--- src/rtl/dmem_arbiter_pkg.sv ---
// Shared definitions for the data-memory arbiter: bus widths and read-owner encoding.
package dmem_arbiter_pkg;

  localparam int unsigned AW   = 8;
  localparam int unsigned DW   = 8;
  localparam int unsigned CntW = 4;

  localparam logic [1:0] OWN_NONE = 2'd0;
  localparam logic [1:0] OWN_CPU  = 2'd1;
  localparam logic [1:0] OWN_IO   = 2'd2;

  typedef enum logic [1:0] {
    OwnNone = OWN_NONE,
    OwnCpu  = OWN_CPU,
    OwnIo   = OWN_IO
  } owner_e;

endpackage

--- src/rtl/dmem_arbiter_if.sv ---
// Requester and memory-side signals of the data-memory arbiter.
interface dmem_arbiter_if;
  import dmem_arbiter_pkg::*;

  logic          cpu_req;
  logic          cpu_we;
  logic [AW-1:0] cpu_addr;
  logic [DW-1:0] cpu_wdata;
  logic          cpu_gnt;
  logic          cpu_rvalid;
  logic [DW-1:0] cpu_rdata;

  logic          io_req;
  logic          io_we;
  logic [AW-1:0] io_addr;
  logic [DW-1:0] io_wdata;
  logic          io_gnt;
  logic          io_rvalid;
  logic [DW-1:0] io_rdata;

  logic          m_en;
  logic          m_we;
  logic [AW-1:0] m_addr;
  logic [DW-1:0] m_wdata;
  logic [DW-1:0] m_rdata;

  // Arbiter side.
  modport slave (
    input  cpu_req, cpu_we, cpu_addr, cpu_wdata,
    output cpu_gnt, cpu_rvalid, cpu_rdata,
    input  io_req, io_we, io_addr, io_wdata,
    output io_gnt, io_rvalid, io_rdata,
    output m_en, m_we, m_addr, m_wdata,
    input  m_rdata
  );

  // Requester / memory side.
  modport master (
    output cpu_req, cpu_we, cpu_addr, cpu_wdata,
    input  cpu_gnt, cpu_rvalid, cpu_rdata,
    output io_req, io_we, io_addr, io_wdata,
    input  io_gnt, io_rvalid, io_rdata,
    input  m_en, m_we, m_addr, m_wdata,
    output m_rdata
  );

endinterface

--- src/rtl/dmem_arbiter_starve_counter.sv ---
// Saturating counter of consecutive denied I/O cycles; hit_o flags that the limit is reached.
module dmem_arbiter_starve_counter
  import dmem_arbiter_pkg::*;
(
  input  logic            clk_i,
  input  logic            rst_ni,
  input  logic            inc_i,
  input  logic            clr_i,
  input  logic [CntW-1:0] max_i,
  output logic            hit_o
);

  logic [CntW-1:0] cnt_q, cnt_d;

  always_comb begin
    cnt_d = cnt_q;
    if (clr_i) begin
      cnt_d = '0;
    end else if (inc_i && (cnt_q < max_i)) begin
      cnt_d = cnt_q + 1'b1;
    end
  end

  always_ff @(posedge clk_i or negedge rst_ni) begin
    if (!rst_ni) begin
      cnt_q <= '0;
    end else begin
      cnt_q <= cnt_d;
    end
  end

  assign hit_o = (cnt_q == max_i);

endmodule

--- src/rtl/dmem_arbiter.sv ---
// Fixed-priority CPU/I-O arbiter for a single-port synchronous data memory with
// a bounded starvation guard for the I/O port and in-order 1-cycle read return.
module dmem_arbiter
  import dmem_arbiter_pkg::*;
#(
  parameter int unsigned STARVE_MAX = 3
) (
  input logic          clk_i,
  input logic          rst_ni,
  dmem_arbiter_if.slave bus
);

  localparam logic [CntW-1:0] StarveMaxW = CntW'(STARVE_MAX);

  logic   cpu_gnt, io_gnt, starve_hit;
  owner_e rd_owner_q, rd_owner_d;
  logic [DW-1:0] cpu_rdata_q, io_rdata_q;

  dmem_arbiter_starve_counter u_starve_counter (
    .clk_i  (clk_i),
    .rst_ni (rst_ni),
    .inc_i  (bus.io_req & ~io_gnt),
    .clr_i  (io_gnt | ~bus.io_req),
    .max_i  (StarveMaxW),
    .hit_o  (starve_hit)
  );

  // Grants are gated by reset so nothing reaches memory while the block is held.
  always_comb begin
    cpu_gnt = 1'b0;
    io_gnt  = 1'b0;
    if (rst_ni) begin
      if (bus.cpu_req && bus.io_req) begin
        io_gnt  = starve_hit;
        cpu_gnt = ~starve_hit;
      end else begin
        cpu_gnt = bus.cpu_req;
        io_gnt  = bus.io_req;
      end
    end
  end

  always_comb begin
    bus.cpu_gnt = cpu_gnt;
    bus.io_gnt  = io_gnt;
    bus.m_en    = cpu_gnt | io_gnt;
    bus.m_we    = 1'b0;
    bus.m_addr  = '0;
    bus.m_wdata = '0;
    if (cpu_gnt) begin
      bus.m_we    = bus.cpu_we;
      bus.m_addr  = bus.cpu_addr;
      bus.m_wdata = bus.cpu_wdata;
    end else if (io_gnt) begin
      bus.m_we    = bus.io_we;
      bus.m_addr  = bus.io_addr;
      bus.m_wdata = bus.io_wdata;
    end
  end

  // Read-owner FSM: state register.
  always_ff @(posedge clk_i or negedge rst_ni) begin
    if (!rst_ni) begin
      rd_owner_q <= OwnNone;
    end else begin
      rd_owner_q <= rd_owner_d;
    end
  end

  // Read-owner FSM: next state follows this cycle's granted read, if any.
  always_comb begin
    rd_owner_d = OwnNone;
    if (cpu_gnt && !bus.cpu_we) begin
      rd_owner_d = OwnCpu;
    end else if (io_gnt && !bus.io_we) begin
      rd_owner_d = OwnIo;
    end
  end

  // Read-owner FSM: outputs. The non-owner keeps showing its last returned word.
  always_comb begin
    bus.cpu_rvalid = (rd_owner_q == OwnCpu);
    bus.io_rvalid  = (rd_owner_q == OwnIo);
    bus.cpu_rdata  = (rd_owner_q == OwnCpu) ? bus.m_rdata : cpu_rdata_q;
    bus.io_rdata   = (rd_owner_q == OwnIo)  ? bus.m_rdata : io_rdata_q;
  end

  always_ff @(posedge clk_i or negedge rst_ni) begin
    if (!rst_ni) begin
      cpu_rdata_q <= '0;
      io_rdata_q  <= '0;
    end else begin
      if (rd_owner_q == OwnCpu) cpu_rdata_q <= bus.m_rdata;
      if (rd_owner_q == OwnIo)  io_rdata_q  <= bus.m_rdata;
    end
  end

endmodule

--- src/flat_wrapper.sv ---
// flat-port wrapper written by rule: the top's interface ports become plain ports
module dmem_arbiter_flat import dmem_arbiter_pkg::*;
#(
  parameter int unsigned STARVE_MAX = 3
)
  (clk_i, rst_ni, bus_cpu_req, bus_cpu_we, bus_cpu_addr, bus_cpu_wdata, bus_cpu_gnt, bus_cpu_rvalid, bus_cpu_rdata, bus_io_req, bus_io_we, bus_io_addr, bus_io_wdata, bus_io_gnt, bus_io_rvalid, bus_io_rdata, bus_m_en, bus_m_we, bus_m_addr, bus_m_wdata, bus_m_rdata);
  dmem_arbiter_if bus_i ();
  input logic clk_i;
  input logic rst_ni;
  input wire logic [$bits(bus_i.cpu_req)-1:0] bus_cpu_req;
  input wire logic [$bits(bus_i.cpu_we)-1:0] bus_cpu_we;
  input wire logic [$bits(bus_i.cpu_addr)-1:0] bus_cpu_addr;
  input wire logic [$bits(bus_i.cpu_wdata)-1:0] bus_cpu_wdata;
  output wire logic [$bits(bus_i.cpu_gnt)-1:0] bus_cpu_gnt;
  output wire logic [$bits(bus_i.cpu_rvalid)-1:0] bus_cpu_rvalid;
  output wire logic [$bits(bus_i.cpu_rdata)-1:0] bus_cpu_rdata;
  input wire logic [$bits(bus_i.io_req)-1:0] bus_io_req;
  input wire logic [$bits(bus_i.io_we)-1:0] bus_io_we;
  input wire logic [$bits(bus_i.io_addr)-1:0] bus_io_addr;
  input wire logic [$bits(bus_i.io_wdata)-1:0] bus_io_wdata;
  output wire logic [$bits(bus_i.io_gnt)-1:0] bus_io_gnt;
  output wire logic [$bits(bus_i.io_rvalid)-1:0] bus_io_rvalid;
  output wire logic [$bits(bus_i.io_rdata)-1:0] bus_io_rdata;
  output wire logic [$bits(bus_i.m_en)-1:0] bus_m_en;
  output wire logic [$bits(bus_i.m_we)-1:0] bus_m_we;
  output wire logic [$bits(bus_i.m_addr)-1:0] bus_m_addr;
  output wire logic [$bits(bus_i.m_wdata)-1:0] bus_m_wdata;
  input wire logic [$bits(bus_i.m_rdata)-1:0] bus_m_rdata;
  assign bus_i.cpu_req = bus_cpu_req;
  assign bus_i.cpu_we = bus_cpu_we;
  assign bus_i.cpu_addr = bus_cpu_addr;
  assign bus_i.cpu_wdata = bus_cpu_wdata;
  assign bus_cpu_gnt = bus_i.cpu_gnt;
  assign bus_cpu_rvalid = bus_i.cpu_rvalid;
  assign bus_cpu_rdata = bus_i.cpu_rdata;
  assign bus_i.io_req = bus_io_req;
  assign bus_i.io_we = bus_io_we;
  assign bus_i.io_addr = bus_io_addr;
  assign bus_i.io_wdata = bus_io_wdata;
  assign bus_io_gnt = bus_i.io_gnt;
  assign bus_io_rvalid = bus_i.io_rvalid;
  assign bus_io_rdata = bus_i.io_rdata;
  assign bus_m_en = bus_i.m_en;
  assign bus_m_we = bus_i.m_we;
  assign bus_m_addr = bus_i.m_addr;
  assign bus_m_wdata = bus_i.m_wdata;
  assign bus_i.m_rdata = bus_m_rdata;
  dmem_arbiter #(.STARVE_MAX(STARVE_MAX)) u_core (.clk_i(clk_i), .rst_ni(rst_ni), .bus(bus_i));
endmodule
--- config.mk ---
export PLATFORM = sky130hd
export DESIGN_NAME = dmem_arbiter_flat
export DESIGN_NICKNAME = d
export VERILOG_FILES = /design/src/rtl/dmem_arbiter_pkg.sv /design/src/rtl/dmem_arbiter_if.sv /design/src/rtl/dmem_arbiter_starve_counter.sv /design/src/rtl/dmem_arbiter.sv /design/src/flat_wrapper.sv
export SDC_FILE = /design/constraint.sdc
export NUM_CORES = 1
export LEC_CHECK = 0
export CORE_ASPECT_RATIO = 1.4
export CORE_UTILIZATION = 30
export DETAILED_ROUTE_END_ITERATION = 10
export PLACE_DENSITY = 0.76
export SLEW_MARGIN = 20
export SYNTH_ARGS = -nofsm -noshare
export SYNTH_HDL_FRONTEND = slang
export SYNTH_SLANG_ARGS = --single-unit
--- constraint.sdc ---
create_clock -name clk_i -period 1.65 [get_ports clk_i]
set_clock_uncertainty 0.1 [all_clocks]
set_input_delay 0.2475 -clock clk_i [delete_from_list [all_inputs] [get_ports clk_i]]
set_output_delay 0.2475 -clock clk_i [all_outputs]
set_load 0.1 [all_outputs]
==> results of run 1 <==
==> critical path, cell delays in order (launching register included) <==
cell and delay (ns):
dfrtp_1 0.40, ha_2 0.19, nor3b_4 0.17, o211a_4 0.28, buf_8 0.15, a22o_4 0.25
buf_12 0.16
==> area by class of cell <==
cell class | count | share of cell area [%]
Clock buffer | 4 | 1.88
Inverter | 4 | 0.514
Timing Repair Buffer | 113 | 51.4
Tap cell | 40 | 1.71
Sequential cell | 22 | 18.8
Multi-Input combinational cell | 51 | 25.7
==> metal layers <==
layer / vias up / global-route usage [%] / wire length, um
li1: 527 / - / -
met1: 544 / 23.3 / 1460
met2: 83 / 42.2 / 2250
met3: 7 / 6.04 / 421
met4: 0 / 7.02 / 74
met5: - / 0 / 0
==> placed cells by master (no fill, tap or decap) <==
cell	instances
mux2_4	17
a22o_2	1
dlymetal6s2s_1	2
clkdlybuf4s50_1	42
and2b_1	1
a211oi_4	1
nor2b_4	1
ha_2	1
dfrtp_1	22
clkbuf_8	4
buf_4	19
buf_8	1
buf_12	40
nor3_4	1
and3_1	3
dlygate4sd3_1	1
inv_1	2
and3_2	1
o211a_4	1
a22o_4	16
inv_2	2
buf_6	7
xor2_2	1
o21ai_0	1
nand2b_4	2
dlygate4sd2_1	1
nor3_1	1
a21oi_4	1
nor3b_4	1
==> path summary, 6_finish.rpt <==
kind	end	startpoint	slack, ns
setup / recovery	bus_m_addr[3]	u_core.u_starve_counter.cnt_q[1]	-0.56
hold / removal	u_core.u_starve_counter.cnt_q[3]	bus_io_req	0.41
setup reg to reg	u_core.u_starve_counter.cnt_q[1]	u_core.u_starve_counter.cnt_q[1]	-0.04
hold reg to reg	u_core.cpu_rdata_q[4]	u_core.cpu_rdata_q[4]	0.42
max in group asynchronous	u_core.rd_owner_q[1]	rst_ni	0.78
min in group asynchronous	u_core.io_rdata_q[2]	rst_ni	0.49
==> kinds of logic (layout without fill, tap and decap cells) <==
kind of cell	count (synthesis)	in the layout
DFF	22	22
adders and majority gates	1	1
muxes	17	17
xor gates and xnor gates	1	1
AOI/OAI and AO/OA	21	21
buffers and inverters	9	121
and+or+nand+nor	10	11
==> through the flow <==
stage	power, mW	utilization, %	setup WS (ns)	cell area, um^2	TNS (ns)
4_1_cts	3.04	82.5	-0.565	2810	-12.66
3_5_place_dp	2.58	76.4	-0.404	2600	-6.94
3_3_place_gp	2.56	76.4	-0.348	2600	-6.07
2_1_floorplan	1.84	-	-0.465	1260	-6.98
6_report	3.10	85.7	-0.564	2920	-13.74
5_1_grt	3.19	85.7	-0.618	2920	-15.22
==> sequential cells by signal, summed over array words and instances, names as in the netlist <==
name	count
u_core.cpu_rdata_q	8
u_core.io_rdata_q	8
u_core.u_starve_counter.cnt_q	4
u_core.rd_owner_q	2
==> what timing repair did <==
action	CTS	global route
setup endpoints to repair	37	38
hold buffers	0	1
gates resized for setup	24	13
hold endpoints to repair	0	20
cloned	2	0
setup buffers	6	6
pin swaps	8	11
==> power breakdown <==
part / leakage, nW / internal, mW / switching [mW] / total [mW]
registers: 0.269 / 0.634 / 0.0404 / 0.674
clock network: 0.0288 / 0.213 / 0.172 / 0.385
logic: 1.09 / 0.831 / 1.21 / 2.04
total: 1.39 / 1.68 / 1.42 / 3.10
==> Yosys cell counts, drive strengths merged <==
master  number  share of area [%]
o21ai        1               0.46
nor3         2               0.92
nor3b        1                1.7
dfrtp       22                 51
a211oi       1                1.8
and2b        1               0.69
and3         4                2.4
inv          4                1.4
buf          5                4.0
xor2         1               0.81
a21oi        1               0.46
mux2        17                 18
ha           1                1.2
o211a        1               0.92
nand2b       1               0.58
nor2b        1               0.58
a22o        17                 14
==> run_results.csv, run 1 <==
group,metric,value,unit
yosys,synth_top_family_by_area,"multiplexers",
clock_network,cts_root_buf,"clkbuf_8",
grt,antenna_found_initial,0,
floorplanning,die-area,3870,um^2
floorplanning,start_util,31.9,%
sta,fin_ws,-0.564,ns
grt,grt_pass1_wl,6280,um
place,io_buffers,83,
setup_path,critPathKind,"flip-flop to output pin",
setup_path,crit_fanout,8,
yosys,synth_xor_area_share,0.806,%
yosys,syn_area_per_cell,13.4,um^2
drt,avgViaCountPerCell,4.96,
floorplanning,die_h,73.2,um
clock_network,htree_levels,1,
floorplanning,row_count,25,
yosys,yosys.area_share.simple,6.91,%
drt,drt-initial-drc-count,11,
clock_network,max-clock-path-buffers,2,
worst_hold_path,min_delay_path_depth,2,
yosys,synth-compound-area-share,17.4,%
sta,period_share,134,%
drt,drc,0,
layout,multi_input_area,751,um^2
yosys,yosys_register_bits,22,
layout,seq_area,551,um^2
sta,fin_crit,2.21,ns
sta,maxSlewViolCount,0,
grt,grt_overflow,0,
layout,area_growth,169,%
run,maxCapViolations,0,
grt,grt_pass1_vias,1331,
worst_hold_path,min_path_type,"input port to flip-flop",
clock_network,cts.clk_slew.worst_paths,0.08,ns
floorplanning,coreArea,3410,um^2
clock_network,cts_tree,"done",
layout,fin_nets,242,
sta,tightest_slew,0.292,ns
drt,post_drt_wl_per_cell,18.0,um
power_and_ir_drop,p_per_area,1060,nW/um^2
yosys,netlist-cell-type-count,20,
floorplanning,io_pins,84,
power_and_ir_drop,ir_drop,884,uV
drt,vias,1161,
setup_path,cp-end-kind,"output pin",
outcome,status,"complete, but fails checks",
layout,fillCellCount,151,
place,dp_hpwl,2870,um
sta,final_hold_viol_count,0,
clock_network,cts_num_sinks,22,
layout,insertedDiodeCount,0,
place,routabilityCongestion,0.741,
clock_network,cts_buffers,3,
setup_path,cp.arrival,1.87,ns
layout,stdcell_count,234,
setup_path,cp-start-kind,"flip-flop",
grt,grt_max_degree,20,
clock_network,insertion_delay,0.26,ns
yosys,ys.warnings.count,0,
setup_path,reg2reg_depth,6,
drt,drt_pass1_iterations,2,
yosys,seq_area_frac_synth,50.7,%
drt,routed_wl,4200,um
sta,whs,0.413,ns
power_and_ir_drop,leakagePower,1.39,nW
setup_path,required,1.30,ns
sta,fmax,452,MHz
layout,drive_gt1_share,60.8,%
sta,rsz0062_at_grt,"yes",
outcome,violations,"negative setup slack",
sta,setup_violations,36,
yosys,synthAdderAreaFrac,1.15,%
yosys,syn-cell-area,1090,um^2
yosys,syn-instance-count,81,
drt,final_antenna_net_count,0,
sta,relSlewSlack,80.5,%
yosys,synthesis.nets,128,
floorplanning,die_x,52.9,um
yosys,synthMuxAreaShare,17.6,%
place,placed_cells,215,
grt,grtUsageTotal,22.5,%
Power figures use the tool's default switching activity.
==> run 2: changes to the inputs <==
- SKIP_CTS_REPAIR_TIMING: unset -> 1
==> run 2 against run 1 <==
  * The run still ends with negative setup slack left
  * Die area did not move
  * Global-route usage fell by 3.3 points
  * Count of clock-buffer cells in the layout did not move
==> run_results.csv, run 2 (same netlist as run 1, synthesis figures left out) <==
group,metric,value,unit
clock_network,cts_num_sinks,22,
setup_path,cp-end-kind,"output pin",
power_and_ir_drop,power_frac_clock,12.5,%
drt,drt-initial-drc-count,11,
worst_hold_path,min_path_type,"input port to flip-flop",
floorplanning,die_x,52.9,um
sta,relSlewSlack,79.5,%
sta,maxSlewViolCount,0,
drt,vias,1151,
floorplanning,die_h,73.2,um
layout,area_growth,164,%
setup_path,required,1.30,ns
setup_path,critPathKind,"input port to output pin",
place,io_buffers,83,
sta,rsz0062_at_grt,"yes",
place,placed_cells,215,
grt,grt_pass1_wl,5490,um
clock_network,insertion_delay,0.26,ns
floorplanning,coreArea,3410,um^2
place,dp_hpwl,2870,um
sta,fin_ws,-0.586,ns
power_and_ir_drop,p_switching,1.39,mW
worst_hold_path,min_delay_path_depth,2,
layout,insertedDiodeCount,0,
grt,grt_pass1_vias,1253,
power_and_ir_drop,power.internal,1.64,mW
power_and_ir_drop,pwr-share-comb,65.4,%
clock_network,htree_levels,1,
place,dp_slack,-0.404,ns
clock_network,cts_tree,"done",
clock_network,cts.clk_slew.worst_paths,0.07,ns
floorplanning,start_util,31.9,%
setup_path,cp.arrival,1.89,ns
power_and_ir_drop,p_total,3.03,mW
clock_network,max-clock-path-buffers,2,
layout,reg_top3,"u_core.cpu_rdata_q (8), u_core.io_rdata_q (8), u_core.u_starve_counter.cnt_q (4)",
grt,grtUsageTotal,19.1,%
power_and_ir_drop,pwr-share-seq,22.1,%
place,routabilityCongestion,0.741,
run,maxCapViolations,0,
layout,final_common_cell,"clkdlybuf4s50_1",
sta,setup_violations,35,
power_and_ir_drop,leakagePower,1.36,nW
layout,post-route-util,84.1,%
sta,fmax,447,MHz
floorplanning,io_pins,84,
power_and_ir_drop,p_per_area,1050,nW/um^2
grt,antenna_found_initial,0,
floorplanning,die-area,3870,um^2
layout,drive_gt1_share,59.0,%
drt,final_antenna_net_count,0,
layout,final_cell_mix,"42 x clkdlybuf4s50_1, 40 x buf_12, 21 x dfrtp_1, 17 x a22o_4",
sta,fin_crit,2.24,ns
setup_path,critPathSlowestCell,"dlygate4sd3_1",
drt,drt_pass1_iterations,4,
power_and_ir_drop,p_sw_share,45.9,%
clock_network,cts_buffers,3,
grt,grt_max_degree,20,
sta,tightest_slew,0.307,ns
setup_path,crit_chain,"dlymetal6s2s_1 > dlygate4sd3_1 > buf_4 > o211a_4 > buf_8 > a22o_4 > buf_12",
drt,avgViaCountPerCell,5.05,
setup_path,cp-start-kind,"input port",
drt,routed_wl,3980,um
sta,final_hold_viol_count,0,
setup_path,crit_fanout,8,
layout,fin_nets,236,
drt,post_drt_wl_per_cell,17.5,um
drt,drc,0,
floorplanning,row_count,25,
setup_path,max_stage_delay,0.60,ns
outcome,violations,"negative setup slack",
power_and_ir_drop,ir_drop,893,uV
clock_network,cts_root_buf,"clkbuf_8",
sta,whs,0.309,ns
outcome,status,"complete, but fails checks",
grt,grt_overflow,0,
setup_path,reg2reg_depth,5,
layout,stdcell_count,228,
sta,period_share,136,%
[run 2: cell count changes in the layout (fill, tap and decap cells not counted), sizes merged]
cell	previous run	this run
dlymetal6s2s	2	3
buf	67	61
dlygate4sd2	1	0
[run 2: critical path, delay by kind of cell]
kind                   cells  cell delay [ns]
buffers and inverters      5             1.21
AOI/OAI and AO/OA          2             0.42
[run 2: power by group through the flow]
stage / Combinational [mW] / Sequential, mW / Clock (mW)
5_1_grt: 2.04 / 0.676 / 0.410
3_3_place_gp: 1.90 / 0.663 / 0
2_1_floorplan: 1.17 / 0.661 / 0
6_report: 1.98 / 0.668 / 0.379
4_1_cts: 1.92 / 0.661 / 0.386
3_5_place_dp: 1.91 / 0.670 / 0
[run 2: final timing paths]
check / slack [ns] / from / endpoint
worst max register to register: 0.09 / u_core.u_starve_counter.cnt_q[1] / u_core.u_starve_counter.cnt_q[1]
min in group asynchronous: 0.48 / rst_ni / u_core.io_rdata_q[2]
max in group asynchronous: 0.76 / rst_ni / u_core.rd_owner_q[1]
worst min register to register: 0.42 / u_core.cpu_rdata_q[7] / u_core.cpu_rdata_q[7]
worst max-delay path: -0.59 / rst_ni / bus_m_addr[3]
worst min-delay path: 0.31 / bus_io_req / u_core.u_starve_counter.cnt_q[0]
[run 2: through the flow]
stage	instance area [um^2]	setup TNS (ns)
3_5_place_dp	2600	-6.94
6_report	2870	-13.14
5_1_grt	2870	-14.77
4_1_cts	2660	-15.41
3_3_place_gp	2600	-6.07
2_1_floorplan	1260	-6.98
[run 2: cell type report]
cell class,count,area [um^2]
clock buffer,4,55.1
fill,153,542
inverter,4,15.0
multi-input combinational,51,747
sequential,22,552
tap,40,50.0
timing repair buffer,107,1450
[run 2: per-layer routing]
| metal | vias to the layer above | part of all wire [%] | wire [um] | GRT usage (%) |
|---|---|---|---|---|
| li1 | 515 | - | - | - |
| met1 | 536 | 34 | 1350 | 20.1 |
| met2 | 89 | 51 | 2050 | 35.4 |
| met3 | 11 | 12 | 473 | 6.04 |
| met4 | 0 | 2.9 | 116 | 5.26 |
| met5 | - | 0 | 0 | 0 |
==> run 3: changes to the inputs <==
- GPL_ROUTABILITY_DRIVEN: unset -> 0
==> results of run 3 <==
Final layout, timing and power as in run 2 (identical DEF).
